`config.mk`:
```
export PLATFORM = sky130hd
export DESIGN_NAME = psum_wb_arb_flat
export DESIGN_NICKNAME = d
export VERILOG_FILES = /design/src/rtl/psum_wb_arb_pkg.sv /design/src/rtl/psum_wb_arb_if.sv /design/src/rtl/psum_wb_arb_rr_sel.sv /design/src/rtl/psum_wb_arb.sv /design/src/flat_wrapper.sv
export SDC_FILE = /design/constraint.sdc
export NUM_CORES = 1
export LEC_CHECK = 0
export BUFFER_PORTS_ARGS = -buffer_cell sky130_fd_sc_hd__buf_4
export CAP_MARGIN = 5
export CORE_AREA = 2 2 653 655
export CTS_CLUSTER_DIAMETER = 60
export DETAILED_ROUTE_END_ITERATION = 7
export DIE_AREA = 0 0 655 657
export PLACE_DENSITY_LB_ADDON = 0.1
export RECOVER_POWER = 100
export SKIP_CTS_REPAIR_TIMING = 1
export SLEW_MARGIN = 20
export SYNTH_ARGS = -nofsm -noshare
export SYNTH_HDL_FRONTEND = slang
export SYNTH_SLANG_ARGS = --single-unit
```
`constraint.sdc`:
```
create_clock -name clk -period 13.4 [get_ports clk]
set_input_delay 1.34 -clock clk [delete_from_list [all_inputs] [get_ports clk]]
set_output_delay 1.34 -clock clk [all_outputs]
set_load 0.005 [all_outputs]
```
`src/rtl/psum_wb_arb_pkg.sv`:
```
// Shared definitions for the PSUM write-back arbiter: beat width, FSM encoding, burst counter width.
// The optional output tag port is controlled by the PSUMARB_TAG_EN macro.
`ifndef BUSWIDTH_PSUM
`define BUSWIDTH_PSUM 32
`endif

package psum_wb_arb_pkg;

  localparam int PSUM_W = `BUSWIDTH_PSUM;

  // Wide enough to hold BURST_LEN up to 16.
  localparam int CNT_W = 5;

  typedef enum logic [0:0] {
    IDLE = 1'b0,
    LOCK = 1'b1
  } arb_state_e;

  function automatic int idx_width(input int n);
    return (n > 1) ? $clog2(n) : 1;
  endfunction

endpackage

```
`src/rtl/psum_wb_arb_if.sv`:
```
// Requester-side and GB-side handshake bundle of the PSUM arbiter.
// PSUMGB_tag exists only when PSUMARB_TAG_EN is defined.
interface psum_wb_arb_if
  import psum_wb_arb_pkg::*;
#(
  parameter int NUM_REQ = 48,
  parameter int DATA_W  = `BUSWIDTH_PSUM
);

  localparam int TAG_W = idx_width(NUM_REQ);

  logic [NUM_REQ-1:0]        PSUMARB_val;
  logic [DATA_W*NUM_REQ-1:0] PSUMARB_data;
  logic [NUM_REQ-1:0]        ARBPSUM_rdy;
  logic                      PSUMGB_val;
  logic [DATA_W-1:0]         PSUMGB_data;
  logic                      GBPSUM_rdy;
`ifdef PSUMARB_TAG_EN
  logic [TAG_W-1:0]          PSUMGB_tag;
`endif

  modport slave (
    input  PSUMARB_val,
    input  PSUMARB_data,
    input  GBPSUM_rdy,
    output ARBPSUM_rdy,
    output PSUMGB_val,
`ifdef PSUMARB_TAG_EN
    output PSUMGB_tag,
`endif
    output PSUMGB_data
  );

  modport master (
    output PSUMARB_val,
    output PSUMARB_data,
    output GBPSUM_rdy,
    input  ARBPSUM_rdy,
    input  PSUMGB_val,
`ifdef PSUMARB_TAG_EN
    input  PSUMGB_tag,
`endif
    input  PSUMGB_data
  );

endinterface

```
`src/rtl/psum_wb_arb_rr_sel.sv`:
```
// Round-robin priority selector: first requester at or after ptr+1 (wrapping) wins.
module rr_sel #(
  parameter int N     = 48,
  parameter int IDX_W = 6
) (
  input  logic [N-1:0]     req_i,
  input  logic [IDX_W-1:0] ptr_i,
  output logic [N-1:0]     gnt_o,
  output logic [IDX_W-1:0] idx_o,
  output logic             any_o
);

  // Scan farthest-first so the nearest requester after ptr overwrites the result last.
  always_comb begin
    int sum_s;
    int pos_s;
    gnt_o = '0;
    idx_o = '0;
    any_o = 1'b0;
    for (int k = N; k >= 1; k--) begin
      sum_s = int'(ptr_i) + k;
      pos_s = (sum_s >= N) ? (sum_s - N) : sum_s;
      idx_o = req_i[pos_s] ? IDX_W'(pos_s) : idx_o;
      any_o = any_o | req_i[pos_s];
    end
    for (int i = 0; i < N; i++) begin
      gnt_o[i] = any_o && (idx_o == IDX_W'(i));
    end
  end

endmodule

```
`src/rtl/psum_wb_arb.sv`:
```
// PSUM write-back arbiter: round-robin grant, BURST_LEN-beat lock, single registered output slot.
// Defining PSUMARB_TAG_EN adds PSUMGB_tag carrying the source index of each output beat.
module psum_wb_arb
  import psum_wb_arb_pkg::*;
#(
  parameter int NUM_REQ   = 48,
  parameter int DATA_W    = `BUSWIDTH_PSUM,
  parameter int BURST_LEN = 4
) (
  input  logic          clk,
  input  logic          rst,
  psum_wb_arb_if.slave  bus
);

  localparam int                IDX_W     = idx_width(NUM_REQ);
  localparam logic [CNT_W-1:0]  BURST_CNT = CNT_W'(BURST_LEN);
  localparam logic [IDX_W-1:0]  LAST_IDX  = IDX_W'(NUM_REQ - 1);

  arb_state_e         state_q, state_d;
  logic [IDX_W-1:0]   ptr_q, ptr_d;
  logic [CNT_W-1:0]   cnt_q, cnt_d;
  logic               out_val_q, out_val_d;
  logic [DATA_W-1:0]  out_data_q, out_data_d;
`ifdef PSUMARB_TAG_EN
  logic [IDX_W-1:0]   tag_q, tag_d;
`endif

  logic [NUM_REQ-1:0] rr_gnt_s;
  logic [NUM_REQ-1:0] rdy_s;
  logic [IDX_W-1:0]   rr_idx_s;
  logic [IDX_W-1:0]   sel_idx_s;
  logic               rr_any_s;
  logic               can_load_s;
  logic               hs_s;

  rr_sel #(
    .N     (NUM_REQ),
    .IDX_W (IDX_W)
  ) u_rr_sel (
    .req_i (bus.PSUMARB_val),
    .ptr_i (ptr_q),
    .gnt_o (rr_gnt_s),
    .idx_o (rr_idx_s),
    .any_o (rr_any_s)
  );

  assign can_load_s = ~out_val_q | bus.GBPSUM_rdy;

  // Grant FSM: round-robin in IDLE, locked to ptr in LOCK until the burst completes.
  always_comb begin
    state_d   = state_q;
    ptr_d     = ptr_q;
    cnt_d     = cnt_q;
    rdy_s     = '0;
    hs_s      = 1'b0;
    sel_idx_s = ptr_q;
    case (state_q)
      IDLE: begin
        sel_idx_s = rr_idx_s;
        if (can_load_s) begin
          rdy_s = rr_gnt_s;
          hs_s  = rr_any_s;
        end else begin
          rdy_s = '0;
          hs_s  = 1'b0;
        end
        if (hs_s) begin
          ptr_d = rr_idx_s;
          if (BURST_LEN > 1) begin
            state_d = LOCK;
            cnt_d   = CNT_W'(1);
          end else begin
            state_d = IDLE;
            cnt_d   = '0;
          end
        end else begin
          state_d = IDLE;
        end
      end
      LOCK: begin
        sel_idx_s = ptr_q;
        if (can_load_s) begin
          rdy_s[ptr_q] = 1'b1;
          hs_s         = bus.PSUMARB_val[ptr_q];
        end else begin
          rdy_s = '0;
          hs_s  = 1'b0;
        end
        if (hs_s) begin
          if ((cnt_q + CNT_W'(1)) == BURST_CNT) begin
            state_d = IDLE;
            cnt_d   = '0;
          end else begin
            state_d = LOCK;
            cnt_d   = cnt_q + CNT_W'(1);
          end
        end else begin
          state_d = LOCK;
        end
      end
      default: begin
        state_d = IDLE;
        cnt_d   = '0;
      end
    endcase
  end

  // Output slot: take the granted beat when free or draining, otherwise hold.
  always_comb begin
    out_val_d  = out_val_q;
    out_data_d = out_data_q;
`ifdef PSUMARB_TAG_EN
    tag_d      = tag_q;
`endif
    if (can_load_s) begin
      out_val_d = hs_s;
      if (hs_s) begin
        out_data_d = bus.PSUMARB_data[DATA_W*sel_idx_s +: DATA_W];
`ifdef PSUMARB_TAG_EN
        tag_d      = sel_idx_s;
`endif
      end else begin
        out_data_d = out_data_q;
      end
    end else begin
      out_val_d = out_val_q;
    end
  end

  // State and output registers; ptr resets to the last index so index 0 wins first.
  always_ff @(posedge clk or posedge rst) begin
    if (rst) begin
      state_q    <= IDLE;
      ptr_q      <= LAST_IDX;
      cnt_q      <= '0;
      out_val_q  <= 1'b0;
      out_data_q <= '0;
`ifdef PSUMARB_TAG_EN
      tag_q      <= '0;
`endif
    end else begin
      state_q    <= state_d;
      ptr_q      <= ptr_d;
      cnt_q      <= cnt_d;
      out_val_q  <= out_val_d;
      out_data_q <= out_data_d;
`ifdef PSUMARB_TAG_EN
      tag_q      <= tag_d;
`endif
    end
  end

  // Ready is combinational for 1-cycle latency, forced low while reset is held.
  assign bus.ARBPSUM_rdy = rst ? '0 : rdy_s;
  assign bus.PSUMGB_val  = out_val_q;
  assign bus.PSUMGB_data = out_data_q;
`ifdef PSUMARB_TAG_EN
  assign bus.PSUMGB_tag  = tag_q;
`endif

endmodule

```
`src/flat_wrapper.sv`:
```
// flat-port wrapper written by rule: the top's interface ports become plain ports
module psum_wb_arb_flat import psum_wb_arb_pkg::*;
#(
  parameter int NUM_REQ   = 48,
  parameter int DATA_W    = `BUSWIDTH_PSUM,
  parameter int BURST_LEN = 4
)
  (clk, rst, bus_PSUMARB_val, bus_PSUMARB_data, bus_GBPSUM_rdy, bus_ARBPSUM_rdy, bus_PSUMGB_val, bus_PSUMGB_data);
  psum_wb_arb_if #(.NUM_REQ(NUM_REQ), .DATA_W(DATA_W)) bus_i ();
  input  logic clk;
  input  logic rst;
  input wire logic [$bits(bus_i.PSUMARB_val)-1:0] bus_PSUMARB_val;
  input wire logic [$bits(bus_i.PSUMARB_data)-1:0] bus_PSUMARB_data;
  input wire logic [$bits(bus_i.GBPSUM_rdy)-1:0] bus_GBPSUM_rdy;
  output wire logic [$bits(bus_i.ARBPSUM_rdy)-1:0] bus_ARBPSUM_rdy;
  output wire logic [$bits(bus_i.PSUMGB_val)-1:0] bus_PSUMGB_val;
  output wire logic [$bits(bus_i.PSUMGB_data)-1:0] bus_PSUMGB_data;
  assign bus_i.PSUMARB_val = bus_PSUMARB_val;
  assign bus_i.PSUMARB_data = bus_PSUMARB_data;
  assign bus_i.GBPSUM_rdy = bus_GBPSUM_rdy;
  assign bus_ARBPSUM_rdy = bus_i.ARBPSUM_rdy;
  assign bus_PSUMGB_val = bus_i.PSUMGB_val;
  assign bus_PSUMGB_data = bus_i.PSUMGB_data;
  psum_wb_arb #(.NUM_REQ(NUM_REQ), .DATA_W(DATA_W), .BURST_LEN(BURST_LEN)) u_core (.clk(clk), .rst(rst), .bus(bus_i));
endmodule
```
After elaboration in Yosys (flattened, before gate mapping)
Cells that the tools add are included.
{"block": "word_totals", "inputBits": 1587, "output_inout_bits": 81, "word_cells": 616, "ff_bits": 45}
{"block": "classes", "shifts": 1, "magnitude_cmp": 98, "bitwise": 50, "eq_ne": 50, "n_mux": 262, "add_sub_neg": 97, "reduce_logical": 53}
{"cell": "less-than comparator 32 x 8 -> 1 bit (second input constant)", "n": 48}
{"cell": "two-way mux 32 bit", "n": 48}
{"cell": "variable part select 1536 x 12 -> 32 bit", "n": 1}
{"cell": "subtractor 7 x 6 -> 8 bit (second input constant)", "n": 47}
{"cell": ">= comparator 7 x 6 -> 1 bit (second input constant)", "n": 47}
{"cell": "binary-select mux 1 bit (select 6 bit)", "n": 49}
{"cell": "two-way mux 6 bit", "n": 48}
{"cell": "two-way mux 48 bit", "n": 3}
{"cell": "adder 6 x 6 -> 7 bit (second input constant)", "n": 17}
{"cell": "adder 6 x 5 -> 7 bit (second input constant)", "n": 16}
{"cell": "two-way mux 1 bit", "n": 105}
{"cell": "equality test 6 x 5 -> 1 bit (second input constant)", "n": 16}
{"cell": "equality test 6 bit (second input constant)", "n": 16}
{"cell": "case mux 48 bit (2 select lines)", "n": 1}
{"cell": "adder 6 x 4 -> 7 bit (second input constant)", "n": 8}
{"cell": "logical AND 1 bit", "n": 49}
{"cell": "equality test 6 x 4 -> 1 bit (second input constant)", "n": 8}
{"cell": "bitwise OR 1 bit", "n": 48}
{"cell": ">= comparator 32 x 7 -> 1 bit (second input constant)", "n": 1}
{"cell": "subtractor 32 x 7 -> 32 bit (second input constant)", "n": 1}
{"cell": "adder 6 x 3 -> 7 bit (second input constant)", "n": 4}
{"cell": "equality test 6 x 3 -> 1 bit (second input constant)", "n": 4}
{"cell": "two-way mux 5 bit", "n": 3}
{"cell": "adder 6 x 2 -> 7 bit (second input constant)", "n": 2}
{"cell": "other kinds (16)", "n": 21}

Longest topological paths before layout
{"block": "logic_depth", "ltp_word": 59, "ltp_mapped": 36, "depth_no_buf": 23}

By module
From an unflattened synthesis, not the netlist that was laid out.
{"block": "unflattened", "hier_cells": 3289, "hier_area_um2": 29036.6}
{"mod": "psum_wb_arb", "seq_area_each_um2": 1132.3, "cells_each": 1415, "instances": 1, "area_each_um2": 15025.7}
{"mod": "rr_sel", "seq_area_each_um2": 0.0, "cells_each": 1874, "instances": 1, "area_each_um2": 14010.9}

Least setup slack after synthesis
No wires, ideal clock.
{"block": "synth_timing", "kind": "reg-to-output", "startpoint": "reg u_core.ptr_q[1]", "endpoint": "out bus_ARBPSUM_rdy[30]", "arrival_ns": 6.334, "path_buffers": 7, "stages_incl_launch_ff": 27, "slack_ns": 5.726, "required_ns": 12.060, "cell_sequence": "dfstp_2 buf_2 buf_4 buf_2 buf_2 inv_1 clkbuf_1 ha_1 clkbuf_1 nand2b_1 clkbuf_1 a21o_1 nor2_1 ha_1 or2_2 or2_2 o31a_1 and3_1 a311o_1 a2111oi_0 o22ai_1 o2111a_1 nor3_1 nor2_1 nor4b_1 a22oi_1 nor2_1"}
{"block": "synth_via", "elab_chain_len": 59, "word_cells_on_any_way": 442, "cone_classes": "add/sub (96); order compare (50); eq/ne (1); mux (246); bitwise (47); reduce/logical (2)"}
{"item": "from (decl)", "line": "psum_wb_arb.sv:20", "text": "logic [IDX_W-1:0] ptr_q, ptr_d;"}
{"item": "from (signal assigned)", "line": "psum_wb_arb.sv:143", "text": "ptr_q <= ptr_d;"}
{"item": "adder 6 x 6 -> 7 bit", "line": "psum_wb_arb_rr_sel.sv:21", "text": "sum_s = int'(ptr_i) + k;"}
{"item": "subtractor 32 x 7 -> 32 bit / >= comparator 32 x 7 -> 1 bit (equally long branches)", "line": "psum_wb_arb_rr_sel.sv:22", "text": "pos_s = (sum_s >= N) ? (sum_s - N) : sum_s;"}
{"item": "two-way mux 32 bit", "line": "psum_wb_arb_rr_sel.sv:22"}
{"item": "binary-select mux 1 bit (select 6 bit)", "line": "psum_wb_arb_rr_sel.sv:23, psum_wb_arb_rr_sel.sv:24"}
{"item": "two-way mux 1 bit (implied by the code) (2 in a row)", "line": "psum_wb_arb_rr_sel.sv:23, psum_wb_arb_rr_sel.sv:24"}
{"item": "two-way mux 6 bit (48 in a row)", "line": "psum_wb_arb_rr_sel.sv:23", "text": "idx_o = req_i[pos_s] ? IDX_W'(pos_s) : idx_o;"}
{"item": "equality test 6 x 5 -> 1 bit", "line": "psum_wb_arb_rr_sel.sv:27", "text": "gnt_o[i] = any_o && (idx_o == IDX_W'(i));"}
{"item": "logical AND 1 bit", "line": "psum_wb_arb_rr_sel.sv:27"}
{"item": "two-way mux 48 bit", "line": "psum_wb_arb.sv:60", "text": "if (can_load_s) begin"}
{"item": "case mux 48 bit (2 select lines) (*)", "line": "psum_wb_arb.sv:57", "text": "case (state_q)"}
{"item": "two-way mux 48 bit (*)", "line": "psum_wb_arb.sv:154", "text": "assign bus.ARBPSUM_rdy = rst ? '0 : rdy_s;"}
{"item": "to (decl)", "line": "flat_wrapper.sv:15", "text": "output wire logic [$bits(bus_i.ARBPSUM_rdy)-1:0] bus_ARBPSUM_rdy;"}
Every way passes the cells marked *; elsewhere a longest branch is shown, timed or not. The select of a mux whose other input is x is not followed.

Worst setup path after layout
{"block": "layout_timing", "startpoint": "reg u_core.ptr_q[2]", "endpoint": "out bus_ARBPSUM_rdy[6]"}
{"block": "layout_via", "elab_chain_len": 59, "word_cells_on_any_way": 442, "cone_classes": "add/sub (96); order compare (50); eq/ne (1); mux (246); bitwise (47); reduce/logical (2)"}
{"item": "adder 6 x 6 -> 7 bit", "line": "psum_wb_arb_rr_sel.sv:21"}
{"item": "subtractor 32 x 7 -> 32 bit / >= comparator 32 x 7 -> 1 bit (equally long branches)", "line": "psum_wb_arb_rr_sel.sv:22"}
{"item": "two-way mux 32 bit", "line": "psum_wb_arb_rr_sel.sv:22"}
{"item": "binary-select mux 1 bit (select 6 bit)", "line": "psum_wb_arb_rr_sel.sv:23, psum_wb_arb_rr_sel.sv:24"}
{"item": "two-way mux 1 bit (implied by the code) (2 in a row)", "line": "psum_wb_arb_rr_sel.sv:23, psum_wb_arb_rr_sel.sv:24"}
{"item": "two-way mux 6 bit (48 in a row)", "line": "psum_wb_arb_rr_sel.sv:23"}
{"item": "equality test 6 x 3 -> 1 bit", "line": "psum_wb_arb_rr_sel.sv:27"}
{"item": "logical AND 1 bit", "line": "psum_wb_arb_rr_sel.sv:27"}
{"item": "two-way mux 48 bit", "line": "psum_wb_arb.sv:60"}
{"item": "case mux 48 bit (2 select lines) (*)", "line": "psum_wb_arb.sv:57"}
{"item": "two-way mux 48 bit (*)", "line": "psum_wb_arb.sv:154"}
Marked as above.

==> impl_metrics.ini <==
[status]
run_status = complete, but fails checks
violations = capacitance limit, slew limit

[critical_path]
worst-endpoint-required_ns = 12.06
endpoint_kind = output port
worst-setup-path-type = reg -> out
timing.critical_path.from_type = flop
timing.critical_path.slowest_stage_cell = clkbuf_1
cp.arrival_ns = 10.47
cp_cell_sequence = clkbuf_1 -> a21boi_0 -> xnor2_1 -> ha_1 -> nor2_1 -> mux2i_1 -> xnor2_1 -> mux4_2 -> mux2_2 -> nand2_1 -> o221a_2 -> nand4_1 -> a31oi_1 -> o221ai_1 -> a311o_1 -> nand2b_1 -> nor4_1 -> a32oi_1 -> nor2_1 -> clkbuf_1
crit_path_max_fanout = 26
critical-path-max-stage-delay_ns = 1.63

[floorplanning]
pin_count = 1668
initial_core_util = 0.0669
chipWidth_um = 655
fp-row-count = 239
coreArea_mm2 = 0.423
die_y_um = 657
die_area_mm2 = 0.430

[detailed_routing]
drc_errors = 0
drt_pass1_iterations = 5
ant_nets = 0
route.vias.total = 40226
drtIter0Drc = 3284
avgRoutedWirePerCell_um = 36.1
detail_route.wirelength_um = 395000
detail_route.vias_per_cell = 3.68

[layout]
final_design_area_no_fill_mm2 = 0.0482
ff_latch_area_mm2 = 0.00114
fill_cells = 49415
post_route_cells_drive_above_1_share = 0.385
post_layout_nonfiller_instances = 10939
syn2layout_area_growth_pct = 70.5
design.final.nets = 6884
combined_area_of_the_multi_input_logic_cells_mm2 = 0.0255

[sta]
timing.final.max_slew_violations = 151
fin_skew_ns = 0.0163
max_slew.worst_pin.slew_ns = 3.29
rel_slew_slack = -1.19
part_of_the_cycle_the_worst_path_needs = 0.882
final.setup.tns_ns = 0
period_needed_ns = 11.81
final_hold_slack_ns = 0.517
rsz0062_at_grt = no
timing.final.hold_violations = 0
setup_viol_count_final = 0
max_freq_ghz = 0.0847

[synthesis]
synth_fp_nets = 5376
avgSynthCellArea_um2 = 7.60
ys.warnings.count = 0
synth-async-reset-ratio = 1.00
synth.yosys.seq_area_share = 0.0400
synth.ff_latch_count = 45
synth_ff_type = dfrtp_1
post_synth_instance_area_mm2 = 0.0283
synth.lib_cells_used.distinct = 98
number_of_flops_mapped_to_enable_cells_by_yosys = 0
syn_inst = 3724

[grt]
grt_use_total = 0.175
global_route.overflow_total = 0
pin_count_of_the_biggest_net_entering_global_routing = 100
vias_in_the_first_global_route = 40764
grt_antenna_before_repair = 127
wire_length_of_the_first_global_routing_pass_um = 486000

[clock_network]
cts_num_sinks = 45
tritoncts.num_buffers = 5
cts_max_level = 2
clk_pin_slew_worst_paths_ns = 0.09
ctsRootBufferMaster = clkbuf_16
tritoncts = built
worst_case_clock_buffer_depth = 2
clk-insertion-delay-late_ns = 0.34

[placement]
place.port_buffers = 1667
placed_wire_length_estimate_um = 348000
routability_congestion_estimate = 0.941
numPlacedInstances = 10888
placedInstanceArea_mm2 = 0.0483

[worst_hold_path]
min_path_type = reg -> reg

[run]
max_cap_check_violation_count = 4
-- state kept, by name (all words and copies together), names as in the netlist --
| register | count |
|---|---|
| u_core.bus.PSUMGB_val | 1 |
| u_core.bus.PSUMGB_data | 32 |
| u_core.cnt_q | 5 |
| u_core.ptr_q | 6 |
| u_core.state_q | 1 |
-- worst paths after layout --
kind | startpoint | endpoint | slack (ns) | cells after the start
setup reg to reg | u_core.ptr_q[2]$_DFFE_PP1P_ | u_core.bus.PSUMGB_data[11]$_DFFE_PP0P_ | 1.83 | 24
max in group asynchronous | rst | u_core.ptr_q[4]$_DFFE_PP0P_ | 7.34 | 3
min in group asynchronous | rst | u_core.bus.PSUMGB_data[14]$_DFFE_PP0P_ | 2.40 | 2
setup / recovery | u_core.ptr_q[2]$_DFFE_PP1P_ | bus_ARBPSUM_rdy[6] | 1.59 | 20
hold / removal | u_core.cnt_q[0]$_DFFE_PP0P_ | u_core.cnt_q[0]$_DFFE_PP0P_ | 0.52 | 1
hold reg to reg | u_core.cnt_q[0]$_DFFE_PP0P_ | u_core.cnt_q[0]$_DFFE_PP0P_ | 0.52 | 1
-- kinds of logic (layout without fill, tap and decap cells) --
| family | count (synthesis) | in the layout | synth area share |
|---|---|---|---|
| flops | 45 | 45 | 0.0400 |
| buf+inv | 421 | 1930 | 0.0685 |
| other cells | 0 | 43 | 0 |
| mux | 888 | 888 | 0.357 |
| fa+ha+maj | 65 | 65 | 0.0287 |
| xor+xnor | 89 | 89 | 0.0294 |
| simple gates | 1043 | 1043 | 0.178 |
| compound gates | 1173 | 1173 | 0.299 |
-- through the flow --
| step | util | setup slack (ns) |
|---|---|---|
| 2_1_floorplan | - | 5.73 |
| 3_3_place_gp | 0.114 | 3.06 |
| 3_5_place_dp | 0.114 | 3.12 |
| 4_1_cts | 0.115 | 3.04 |
| 5_1_grt | 0.114 | 1.45 |
| 6_report | 0.114 | 1.59 |
-- critical path, delay by kind of cell, from the launching register on --
family          cells  cell delay, ns
compound gates      6            2.74
buf+inv             2            1.86
simple gates        6            1.67
flops               1            1.24
xor+xnor            2            1.21
mux                 3            1.12
fa+ha+maj           1            0.20
-- metal layers --
metal | share of wire | wire length [µm] | track usage | vias to the layer above
met2 | 0.51 | 201000 | 0.318 | 1720
met3 | 0.069 | 27200 | 0.0387 | 267
met1 | 0.40 | 160000 | 0.213 | 20528
met4 | 0.019 | 7420 | 0.0268 | 44
li1 | - | - | - | 17667
met5 | 0.00073 | 289 | 0 | -
-- placed cells by master, fill, tap and decap left out, types with 39 or more instances in the layout --
| cell type | n |
|---|---|
| clkbuf_1 | 80 |
| diode_2 | 43 |
| mux2i_1 | 751 |
| or3_1 | 48 |
| nor2_1 | 284 |
| nand3_1 | 105 |
| mux4_2 | 93 |
| a22oi_1 | 287 |
| inv_1 | 57 |
| a22o_1 | 93 |
| and3_1 | 43 |
| nand2_1 | 277 |
| dfrtp_1 | 39 |
| ha_1 | 61 |
| buf_4 | 1744 |
| nor3_1 | 65 |
| xnor2_1 | 71 |
| nand4_1 | 47 |
| a21oi_1 | 184 |
| o21ai_0 | 144 |
-- cell usage after synthesis (23+ instances only) --
| cell type | count | area share |
|---|---|---|
| inv_1 | 59 | 0.0078 |
| a311o_1 | 36 | 0.013 |
| nand2_1 | 279 | 0.037 |
| a22oi_1 | 288 | 0.076 |
| nor2_1 | 286 | 0.038 |
| a211oi_1 | 23 | 0.0061 |
| buf_4 | 50 | 0.013 |
| o2bb2ai_1 | 30 | 0.0093 |
| and2_1 | 28 | 0.0062 |
| dfrtp_1 | 40 | 0.035 |
| nor2b_1 | 24 | 0.0053 |
| a22o_1 | 93 | 0.029 |
| o211ai_1 | 33 | 0.0088 |
| o21ai_0 | 144 | 0.025 |
| nand4_1 | 47 | 0.010 |
| a21oi_1 | 190 | 0.034 |
| or3_1 | 48 | 0.011 |
| mux4_2 | 93 | 0.074 |
| mux2_2 | 36 | 0.014 |
| buf_2 | 94 | 0.017 |
| clkbuf_1 | 168 | 0.022 |
| ha_1 | 65 | 0.029 |
| nor3_1 | 67 | 0.012 |
| nand3_1 | 105 | 0.019 |
| buf_1 | 34 | 0.0045 |
| xnor2_1 | 74 | 0.023 |
| a31oi_1 | 29 | 0.0064 |
| and3_1 | 43 | 0.0095 |
| mux2i_1 | 759 | 0.27 |
-- layout make-up --
class | instances | share of cell area
Multi-Input combinational cell | 3258 | 0.529
Timing Repair Buffer | 1855 | 0.289
Tap cell | 5663 | 0.147
Sequential cell | 45 | 0.0236
Inverter | 67 | 0.00524
Clock buffer | 6 | 0.00267
Antenna cell | 43 | 0.00223
Clock inverter | 2 | 0.000804
Power is left out: the tool's default activity adds up to more than one toggle a clock period on the data nets, which glitch-free logic cannot reach.
